`config.mk`:
```
export PLATFORM = sky130hd
export DESIGN_NAME = writeback_stage
export DESIGN_NICKNAME = d
export VERILOG_FILES = /design/src/rtl/riscv_pkg.sv /design/src/rtl/load_align.sv /design/src/rtl/writeback_stage.sv
export SDC_FILE = /design/constraint.sdc
export NUM_CORES = 1
export LEC_CHECK = 0
export ABC_AREA = 1
export CORE_AREA = 5 5 153 155
export CTS_BUF_LIST = sky130_fd_sc_hd__clkbuf_8 sky130_fd_sc_hd__clkbuf_16
export DETAILED_ROUTE_END_ITERATION = 7
export DIE_AREA = 0 0 158 160
export PLACE_DENSITY = 0.84
export SYNTH_ARGS = -nofsm -noshare
export SYNTH_HDL_FRONTEND = slang
export SYNTH_SLANG_ARGS = --single-unit
```
`constraint.sdc`:
```
create_clock -name clk -period 3.5 [get_ports clk]
set_clock_uncertainty 0.05 [all_clocks]
set_input_delay 0.7 -clock clk [delete_from_list [all_inputs] [get_ports clk]]
set_output_delay 0.7 -clock clk [all_outputs]
set_load 0.1 [all_outputs]
```
`src/rtl/riscv_pkg.sv`:
```
// ---------------------------------------------------------------------------
// riscv_pkg
// Shared definitions for the five-stage RISC-V pipeline.
//   XLEN        : datapath width (only 32 supported)
//   wb_sel_e    : write-back source select encodings
//   F3_*        : load funct3 size/sign codes
// ---------------------------------------------------------------------------
package riscv_pkg;

    localparam int XLEN = 32;

    // Write-back source select; WB_RSVD is decoded as the ALU result.
    typedef enum logic [1:0] {
        WB_ALU  = 2'd0,
        WB_LOAD = 2'd1,
        WB_PC4  = 2'd2,
        WB_RSVD = 2'd3
    } wb_sel_e;

    localparam logic [2:0] F3_LB  = 3'b000;
    localparam logic [2:0] F3_LH  = 3'b001;
    localparam logic [2:0] F3_LW  = 3'b010;
    localparam logic [2:0] F3_LBU = 3'b100;
    localparam logic [2:0] F3_LHU = 3'b101;

endpackage

```
`src/rtl/load_align.sv`:
```
// ---------------------------------------------------------------------------
// load_align
// Combinational load data aligner/extender. Picks the addressed byte or
// halfword out of a little-endian 32-bit memory word and sign- or
// zero-extends it according to the load funct3. Shared with the cache
// refill path, so it carries no pipeline state.
// Ports:
//   raw    : aligned 32-bit word from data memory
//   funct3 : load size/sign code
//   offset : low two address bits of the effective address
//   value  : extended result
// ---------------------------------------------------------------------------
module load_align
    import riscv_pkg::*;
(
    input  logic [XLEN-1:0] raw,
    input  logic [2:0]      funct3,
    input  logic [1:0]      offset,
    output logic [XLEN-1:0] value
);

    logic [7:0]  byte_sel;
    logic [15:0] half_sel;

    // Lane selection (byte k lives in raw[8k+7:8k]), then extension by funct3.
    // Unlisted funct3 codes pass the raw word through unchanged.
    always_comb begin
        case (offset)
            2'd0:    byte_sel = raw[7:0];
            2'd1:    byte_sel = raw[15:8];
            2'd2:    byte_sel = raw[23:16];
            default: byte_sel = raw[31:24];
        endcase

        half_sel = offset[1] ? raw[31:16] : raw[15:0];

        value = raw;
        case (funct3)
            F3_LB:   value = {{24{byte_sel[7]}}, byte_sel};
            F3_LBU:  value = {24'd0, byte_sel};
            F3_LH:   value = {{16{half_sel[15]}}, half_sel};
            F3_LHU:  value = {16'd0, half_sel};
            F3_LW:   value = raw;
            default: value = raw;
        endcase
    end

endmodule

```
`src/rtl/writeback_stage.sv`:
```
// ---------------------------------------------------------------------------
// writeback_stage
// Final pipeline stage and sole writer of the register file. Holds the
// MEM/WB pipeline register, aligns load data, selects the write-back value,
// bypasses the retiring value onto the decode read ports, and counts retired
// instructions.
// Ports:
//   clk, rst                 : clock, asynchronous active-low reset
//   mem_*                    : MEM-stage results captured into MEM/WB
//   stall, flush             : hold / bubble control for MEM/WB
//   rs1_addr/rs2_addr        : decode read addresses
//   rs1_raw/rs2_raw          : register file read data
//   rs1_data/rs2_data        : bypassed read data to decode
//   rd_addr/rd_data/reg_write: register file write port
//   instret                  : retired-instruction counter
// ---------------------------------------------------------------------------
module writeback_stage
    import riscv_pkg::*;
#(
    parameter int XLEN      = 32,
    parameter int INSTRET_W = 64
) (
    input  logic                 clk,
    input  logic                 rst,
    input  logic                 mem_valid,
    input  logic                 mem_reg_write,
    input  logic [4:0]           mem_rd_addr,
    input  logic [1:0]           mem_wb_sel,
    input  logic [2:0]           mem_funct3,
    input  logic [XLEN-1:0]      mem_alu_result,
    input  logic [XLEN-1:0]      mem_load_data,
    input  logic [XLEN-1:0]      mem_pc_plus4,
    input  logic                 stall,
    input  logic                 flush,
    input  logic [4:0]           rs1_addr,
    input  logic [4:0]           rs2_addr,
    input  logic [XLEN-1:0]      rs1_raw,
    input  logic [XLEN-1:0]      rs2_raw,
    output logic [XLEN-1:0]      rs1_data,
    output logic [XLEN-1:0]      rs2_data,
    output logic [4:0]           rd_addr,
    output logic [XLEN-1:0]      rd_data,
    output logic                 reg_write,
    output logic [INSTRET_W-1:0] instret
);

    logic            wb_valid;
    logic            wb_reg_write;
    logic [4:0]      wb_rd_addr;
    wb_sel_e         wb_sel;
    logic [2:0]      wb_funct3;
    logic [XLEN-1:0] wb_alu_result;
    logic [XLEN-1:0] wb_load_data;
    logic [XLEN-1:0] wb_pc_plus4;
    logic            written;
    logic [XLEN-1:0] load_value;

    // MEM/WB register. Flush beats stall. While stalled, 'written' records
    // that the held entry has already had its one write/retire cycle, so it
    // is neither rewritten nor recounted; a fresh load clears it.
    always_ff @(posedge clk or negedge rst) begin
        if (!rst) begin
            wb_valid      <= 1'b0;
            wb_reg_write  <= 1'b0;
            wb_rd_addr    <= 5'd0;
            wb_sel        <= WB_ALU;
            wb_funct3     <= 3'd0;
            wb_alu_result <= '0;
            wb_load_data  <= '0;
            wb_pc_plus4   <= '0;
            written       <= 1'b0;
        end else if (flush) begin
            wb_valid <= 1'b0;
            written  <= 1'b0;
        end else if (stall) begin
            written <= written | wb_valid;
        end else begin
            wb_valid      <= mem_valid;
            wb_reg_write  <= mem_reg_write;
            wb_rd_addr    <= mem_rd_addr;
            wb_sel        <= wb_sel_e'(mem_wb_sel);
            wb_funct3     <= mem_funct3;
            wb_alu_result <= mem_alu_result;
            wb_load_data  <= mem_load_data;
            wb_pc_plus4   <= mem_pc_plus4;
            written       <= 1'b0;
        end
    end

    // Every entry retires once, whether or not it writes a register.
    always_ff @(posedge clk or negedge rst) begin
        if (!rst) begin
            instret <= '0;
        end else if (wb_valid && !written) begin
            instret <= instret + INSTRET_W'(1);
        end
    end

    load_align u_load_align (
        .raw    (wb_load_data),
        .funct3 (wb_funct3),
        .offset (wb_alu_result[1:0]),
        .value  (load_value)
    );

    // Write-back source select and register file write port.
    always_comb begin
        case (wb_sel)
            WB_LOAD: rd_data = load_value;
            WB_PC4:  rd_data = wb_pc_plus4;
            default: rd_data = wb_alu_result;
        endcase
        rd_addr   = wb_rd_addr;
        reg_write = wb_valid & wb_reg_write & (wb_rd_addr != 5'd0) & ~written;
    end

    // Write-before-read bypass; reg_write already excludes x0.
    always_comb begin
        rs1_data = rs1_raw;
        rs2_data = rs2_raw;
        if (reg_write && (rs1_addr == rd_addr) && (rs1_addr != 5'd0)) begin
            rs1_data = rd_data;
        end
        if (reg_write && (rs2_addr == rd_addr) && (rs2_addr != 5'd0)) begin
            rs2_data = rd_data;
        end
    end

endmodule

```
# == Yosys cells after proc, flatten, opt, wreduce, memory -nomap -nowiden ==
# Cells that the tools add are included.
# word_totals
reg_bits,173
input_bits,186
# op_classes
n_reduce_logical,12
bitwise_logic,7
eq_ne,10
n_addsub,1
n_mux,10
# ops
cell,n
$pmux W32 S4,1
$add A64 B1 Y64 const B,1
$mux W32,2
$pmux W32 S2,1
$pmux W8 S3,1
$mux W16,1
$reduce_bool A5 Y1,3
$eq A5 B5 Y1,2
$eq A3 B3 Y1 const B,2
$logic_and A1 B1 Y1,5
$eq A2 B1 Y1 const B,2
$eq A2 B2 Y1 const B,2
$mux W1,4
$and A1 B1 Y1,3
$eq A3 B1 Y1 const B,1
$logic_not A3 Y1,1
$not A1 Y1,3
$logic_not A2 Y1,1
$ne A2 B1 Y1 const B,1
$reduce_and A2 Y1,1
$logic_not A1 Y1,1
$or A1 B1 Y1,1

# == Logic depth before layout (Yosys ltp) ==
# Gate-level depths: netlist of the first run.
# logic_depth
ltp_word,6
depth_mapped,13
ltp_nobuf,11

# == Hierarchy ==
# From an unflattened synthesis of the first run, not the netlist that was laid out.
# unflattened
cells_unflattened,1510
area_unflattened_um2,10450.0
# by_module_without_submodules
module,n_inst,cells_per_inst,area_each_um2
writeback_stage,1,1318,9554.2
load_align,1,192,895.9

# == Worst setup path before layout of the first run ==
# No wires, ideal clock.
# synth_timing
path_kind,register to output
startpoint,register wb_sel[0]
endpoint,output rs1_data[1]
stages_incl_launch_ff,8
path_buffers,1
arrival_ns,4.105
setup_slack_ns,-1.355
required_ns,2.750
path_cell_list,dfrtp_1 > inv_1 > ha_1 > clkbuf_1 > a21oi_1 > a21boi_0 > nand2_1 > nand2_1
# synth_via
elab_chain_cells,3
elab_cells_between_ends,4
classes_between,eq/ne (2); mux (2)
# synth_rtl
item,line_no,text
from (decl),writeback_stage.sv:50,wb_sel_e wb_sel;
from (signal assigned),writeback_stage.sv:81,wb_sel <= wb_sel_e'(mem_wb_sel);
$eq A2 B2 Y1 or $eq A2 B1 Y1 (tied branches),writeback_stage.sv:108,case (wb_sel)
$pmux W32 S2 (*),writeback_stage.sv:108,
via rd_data[1],writeback_stage.sv:42,"output logic [XLEN-1:0] rd_data,"
$mux W32 (*),writeback_stage.sv:121,if (reg_write && (rs1_addr == rd_addr) && (rs1_addr != 5'd0)) begin
to (decl),writeback_stage.sv:39,"output logic [XLEN-1:0] rs1_data,"
# Mark *: on every way through the listed nets, which the timed path passes. The rest lies on a longest branch.

# == Final worst setup path of the first run ==
# layout_timing
startpoint,input rs1_addr[3]
endpoint,output rs1_data[26]
# layout_via
elab_chain_cells,4
elab_cells_between_ends,5
classes_between,eq/ne (1); mux (1); reduce/logical (3)
# layout_rtl
item,line_no,text
from (decl),writeback_stage.sv:35,"input logic [4:0] rs1_addr,"
$eq A5 B5 Y1,writeback_stage.sv:121,
$logic_and A1 B1 Y1,writeback_stage.sv:121,
$logic_and A1 B1 Y1 (*),writeback_stage.sv:121,
$mux W32 (*),writeback_stage.sv:121,
# Every way passes the cells marked *; elsewhere a longest branch is shown, timed or not.

==> results of run 1 <==
per-layer routing:
layer	up-vias	share of wire [%]	global-route usage, %
li1	5657	-	-
met4	4	4.5	13.45
met1	5692	36	38.32
met5	-	0.063	0
met3	111	8.4	8.146
met2	598	51	58.17
sequential cells by signal, summed over array words and instances, names as in the netlist:
register       count
instret           64
wb_alu_result     32
wb_load_data      32
wb_pc_plus4       32
rd_addr            5
wb_funct3          3
wb_sel             2
wb_reg_write       1
wb_valid           1
written            1
what timing repair did:
item | 4_1_cts | 5_1_grt
endpoints found under the hold margin | 0 | 0
endpoints found under the setup margin | 0 | 32
gates resized for setup | 0 | 3
where the power goes:
part | internal [mW] | switching [mW] | total, mW | leakage, nW
Clock | 1.01 | 0.877 | 1.89 | 0.278
Sequential | 2.18 | 0.130 | 2.31 | 2.23
Combinational | 1.19 | 2.59 | 3.77 | 5.11
path summary, 6_finish.rpt:
path,cells past startpoint,startpoint,end,slack [ns]
min reg2reg,2,wb_pc_plus4[17],wb_pc_plus4[17],0.43
min in group clk,2,wb_pc_plus4[17],wb_pc_plus4[17],0.43
max in group asynchronous,2,rst,wb_pc_plus4[25],2.41
max,11,rs1_addr[3],rs1_data[26],0.12
min,1,rst,instret[22],0.04
max reg2reg,8,written,instret[55],1.31
layout make-up:
type / count / share of cell area [%]
inverters: 141 / 3.391
diodes: 4 / 0.06324
repair buffers: 365 / 28.16
flip-flops and latches: 173 / 27.35
clock inverters: 14 / 0.8458
clock buffers: 18 / 2.774
well taps: 280 / 2.213
multi-input cells: 1226 / 35.20
cells in the final DEF (no fill, tap or decap), drive strengths merged, types with 18 or more instances in the layout:
| cell | Yosys | final |
|---|---|---|
| clkbuf | 29 | 18 |
| nor2 | 148 | 148 |
| a21oi | 58 | 58 |
| dfrtp | 173 | 173 |
| xor2 | 24 | 24 |
| inv | 141 | 146 |
| nand3 | 95 | 95 |
| nand2 | 707 | 707 |
| o21ai | 105 | 105 |
| clkdlybuf4s50 | 0 | 185 |
| xnor2 | 20 | 20 |
| a21boi | 32 | 32 |
| buf | 28 | 180 |
cells by family after synthesis:
kind of cell / count (synthesis) / synth area share, %
AOI/OAI and AO/OA: 198 / 10.07
and+or+nand+nor: 981 / 37.84
xor gates and xnor gates: 44 / 3.599
DFF: 173 / 40.43
adders and majority gates: 3 / 0.3506
buffers and inverters: 198 / 7.701
critical path: cells and delay by family:
family / cells / cell delay (ns)
buffers and inverters: 4 / 1.01
and+or+nand+nor: 7 / 0.88
synthesized netlist by cell type, types with 10 or more instances:
cell      count  area, um^2
o21ai_0     102       510.5
a21boi_0     22       165.2
nor2_1      134       503.0
xnor2_1      20       175.2
buf_2        18       90.09
nand4_1      14       87.58
nand3_1      90       450.4
dfrtp_1     173        4329
nand2_2      12       75.07
xor2_1       24       210.2
nor3_1       10       50.05
a21boi_1     10       75.07
clkbuf_1     29       108.9
a21oi_1      58       290.3
inv_1       134       503.0
nand2_1     692        2597
==> reports/metrics.cfg, run 1 <==
[route]
drtPass1Iterations = 6
postRouteAntennaNets = 0
via_count = 12062
drt_iter0_drc = 1198
wl_per_cell_um = 19.15
totalWireLength_um = 42530
post-route-drc-count = 0
drt-vias-per-instance = 5.431

[floorplan]
std_cell_rows = 54
design.core.area_um2 = 21690
start_util_pct = 49.37
boundaryPins = 352
dieArea_um2 = 25280
fp.dieH_um = 160
die_w_um = 158

[hold_path]
min_path_type = primary input to async pin

[grt]
grt_use_total_pct = 33.11
grt_pass1_vias = 11939
overflow = 0
grt_max_degree = 103
antenna_found_initial = 6
grt_pass1_wl_um = 65470

[finish]
area_growth_pct = 47.84
fin_nets = 2113
fin_area_um2 = 15830
layout-drive-gt1-share_pct = 13.47
final-instance-count-excl-fill = 2221
utilization_pct = 72.98
multiInputGateArea_um2 = 5572
ff_latch_area_um2 = 4329
fillers = 1699

[worst_setup_path]
cp_data_required_time_ns = 2.75
path_cells = clkdlybuf4s50_1, inv_1, nand2_1, nand2_1, nor3_1, nand3_1, nor2_4, inv_2, nand2_1, nand2_1, buf_12
critPathMostFrequentCell = nand2_1
cp_slowest_cell = clkdlybuf4s50_1
worstPathMaxFanout = 32
endpoint_kind = output port
worstSetupPathType = primary input to output port
critPathLaunchType = primary input
arrival_ns = 2.63
critPathMaxStageDelay_ns = 0.49

[timing]
setup_tns_ns = 0
period_share_pct = 96.49
min_period_ns = 3.377
fin_ws_ns = 0.1228
maxSlewViolCount = 0
tightest_slew_ns = 0.9642
rsz0062_at_grt = false
fmax_ghz = 0.2961
slew_headroom_pct = 35.52
finalSetupViolCount = 0
finalHoldViolCount = 0
hold_slack_ns = 0.04102

[run_status]
status = finished clean

[power]
ir_drop_uv = 314.6
leakagePower_nw = 7.619
power.total_mw = 7.976
pwr_density_cell_nw_per_um2 = 503.9

[yosys]
ys_types = 33
syn_avg_cell_area_um2 = 6.704
async_flop_share_pct = 100.0
ys.flop_type = dfrtp_1
synth_area_um2 = 10710
ys_ff_latch = 173
syn_nets = 1786
ys_warn_count = 0
synth_edf_count = 0
syn_inst = 1597
ys_seq_area_share_pct = 40.43

[clock_tree]
clk_pin_slew_ns = 0.07
cts_setup_buffers = 0
htree_num_levels = 4
clkLatencyLatePin_ns = 0.44
clock_sinks = 173
cts_tree = yes
holdBufCountCts = 0
clock_tree.buffer_depth = 2
cts-root-buf = clkbuf_16
numCtsBuffers = 17

[placement]
preCtsSetupSlack_ns = 0.1152
dp_hpwl_um = 33320
gp_congestion = 0.9509
portBuffers = 351
dpl_cell_area_um2 = 15240
dp_cells = 2185

[run]
drv_cap = 0

Note: power is estimated with default switching activity, not from simulation.
==> run 2: changes to the inputs <==
--- a/config.mk
+++ b/config.mk
@@ -6,11 +6,12 @@
 export NUM_CORES = 1
 export LEC_CHECK = 0
 export ABC_AREA = 1
-export CORE_AREA = 5 5 153 155
+export CORE_AREA = 5 5 168 170
 export CTS_BUF_LIST = sky130_fd_sc_hd__clkbuf_8 sky130_fd_sc_hd__clkbuf_16
 export DETAILED_ROUTE_END_ITERATION = 7
-export DIE_AREA = 0 0 158 160
-export PLACE_DENSITY = 0.84
+export DIE_AREA = 0 0 173 175
+export PLACE_DENSITY = 0.7
 export SYNTH_ARGS = -nofsm -noshare
 export SYNTH_HDL_FRONTEND = slang
+export SYNTH_HIERARCHICAL = 1
 export SYNTH_SLANG_ARGS = --single-unit
==> run 2 against run 1 <==
Die area grew 20%. Register-to-register slack gained 0.21 ns. Sequential power grew 2%. Via count shrank 4.8%. Design area grew 5.0%. Power grew 4.1%. Clock-buffer cell count is the same. Core utilization shrank 10 points. Sequential cell count is the same. Worst hold slack gained 0.16 ns. Synthesized cell count shrank 5.4%. Highest routed layer is now met4.
==> reports/metrics.cfg, run 2 <==
[run_status]
status = finished clean

[route]
wl_per_cell_um = 18.67
post-route-drc-count = 0
totalWireLength_um = 41510
drtPass1Iterations = 5
drt-vias-per-instance = 5.165
postRouteAntennaNets = 0
drt_iter0_drc = 887
via_count = 11486

[finish]
final-instance-count-excl-fill = 2224
area_growth_pct = 58.99
fin_nets = 2057
final_common_cell = nand2_1
layout-drive-gt1-share_pct = 21.80
final_cell_mix = nand2_1 (577), clkdlybuf4s50_1 (185), dfrtp_1 (172)
largest_register_ffs = 64
utilization_pct = 62.52
regMostFlops = instret

[floorplan]
die_w_um = 173
design.core.area_um2 = 26580
boundaryPins = 352
fp.dieH_um = 175
std_cell_rows = 60
dieArea_um2 = 30280
start_util_pct = 39.32

[power]
leakagePower_nw = 7.788
pwr_density_cell_nw_per_um2 = 499.5
power.total_mw = 8.300
ir_drop_uv = 335.5

[placement]
preCtsSetupSlack_ns = 0.1648
dp_cells = 2167
portBuffers = 351
dp_hpwl_um = 32890
gp_congestion = 0.9689

[worst_setup_path]
critPathLaunchType = primary input
cp_data_required_time_ns = 2.75
reg2reg_slack_ns = 1.52
cp_slowest_cell = clkdlybuf4s50_1
r2r-start = written
endpoint_kind = output port
critPathTopFamily = buffers and inverters
worstPathMaxFanout = 22
arrival_ns = 2.61
critPathMaxStageDelay_ns = 0.51
crit_start = rs2_addr[0]
critPathMostFrequentCell = nand3_1
path_cells = clkdlybuf4s50_1, xnor2_1, nand3_1, nor3_4, buf_4, nand3_1, nand2_4, buf_12
worstSetupPathType = primary input to output port
path_buf_inv = 3

[clock_tree]
htree_num_levels = 4
numCtsBuffers = 17
clock_sinks = 173
holdBufCountCts = 0
clk_pin_slew_ns = 0.07
cts-root-buf = clkbuf_16
clock_tree.buffer_depth = 2
clkLatencyLatePin_ns = 0.44
cts_tree = yes

[yosys]
ys_seq_area_share_pct = 41.43
synth_edf_count = 0
synth_area_um2 = 10450
synth.most_common_cell = nand2_1
syn_nets = 1699
ys.flop_type = dfrtp_1
syn_avg_cell_area_um2 = 6.921
synth_top_cell_by_area = dfrtp_1
ys_types = 38
ys_ff_latch = 173
async_flop_share_pct = 100.0
synth.top_cell.area_share_pct = 41.43
ys_warn_count = 6
ys_top_cells_by_area = dfrtp_1 (41%), nand2_1 (23%), nand3_1 (6.6%)
syn_inst = 1510
synth_commonest_cells = nand2_1 (633), dfrtp_1 (173), nand3_1 (138)

[grt]
grt_pass1_wl_um = 63510
overflow = 0
grt_util_met3_pct = 4.890
grt_pass1_vias = 11163
antenna_found_initial = 2
top_usage_layer = met2
grtUsageMet2_pct = 44.97
grt_use_total_pct = 26.47
grt_max_degree = 147
met1_usage_pct = 34.73

[timing]
period_share_pct = 95.89
maxSlewViolCount = 0
tightest_slew_ns = 0.9666
min_period_ns = 3.356
fin_ws_ns = 0.1439
hold_slack_ns = 0.2030
finalSetupViolCount = 0
finalHoldViolCount = 0
fmax_ghz = 0.2980
slew_headroom_pct = 35.36

[hold_path]
min_path_type = primary input to async pin

[run]
drv_cap = 0

[run 2: cell types whose count changed after synthesis, moves of 9 or more]
cell,previous run,this run
a21boi_1,10,0
a21boi_0,22,0
nor2_1,134,125
a21oi_1,58,33
buf_6,1,11
nand3_1,90,138
buf_1,0,10
nand2_1,692,633
inv_1,134,107
o21ai_0,102,55
a22oi_1,0,32
[run 2: final timing paths]
check                                  end  cells after the start
min                            instret[22]                      1
min in group clk            wb_pc_plus4[0]                      2
max reg2reg                    instret[57]                      9
max in group asynchronous  wb_pc_plus4[22]                      2
min reg2reg                 wb_pc_plus4[0]                      2
max                            rs2_data[0]                      8
[run 2: worst register-to-register path: stages (launching register included)]
cell and delay (ns):
dfrtp_1 0.39, inv_2 0.06, nand2_2 0.16, inv_2 0.15, buf_4 0.21, nand2_1 0.09, nor2_1 0.31, nand3_1 0.22
nor3_1 0.17, nor2_1 0.06
[run 2: power breakdown]
group / switching [mW] / total (mW) / internal, mW
clock network: 0.885 / 1.92 / 1.03
registers: 0.172 / 2.35 / 2.18
logic: 2.65 / 4.03 / 1.38
[run 2: repair_timing]
action	4_1_cts	5_1_grt
cloned	0	1
endpoints found under the setup margin	12	49
resized for setup	3	5
buffers inserted	5	17
pin swaps	3	14
[run 2: area by class of cell]
class	instances	area, um^2
flip-flops and latches	173	4330
well taps	341	426.7
inverters	113	424.2
multi-input cells	1159	6042
fillers	2342	9961
diodes	2	5.005
clock buffers	18	439.2
repair buffers	404	4801
clock inverters	14	146.4
[run 2: per-layer routing]
metal | part of all wire, % | vias up | wire, um
met5 | 0 | - | 0
met4 | 2.6 | 0 | 1077
met3 | 6.0 | 69 | 2483
met2 | 49 | 428 | 20490
met1 | 42 | 5490 | 17460
li1 | - | 5499 | -
[run 2: through the flow]
step           setup TNS (ns)  instance area (um^2)
2_1_floorplan          -1.718                 11070
6_report                    0                 16610
5_1_grt              -0.01596                 16610
3_5_place_dp                0                 15810
4_1_cts                     0                 16440
3_3_place_gp                0                 15810
[run 2: cells by family (layout without fill, tap and decap cells)]
logic type / count (synthesis) / after routing / share of synthesized area [%]
AOI/OAI and AO/OA: 125 / 125 / 6.873
xor gates and xnor gates: 55 / 55 / 4.610
adders and majority gates: 3 / 3 / 0.3592
buffers and inverters: 179 / 549 / 7.423
DFF: 173 / 173 / 41.43
other: 0 / 2 / 0
and+or+nand+nor: 975 / 976 / 39.31
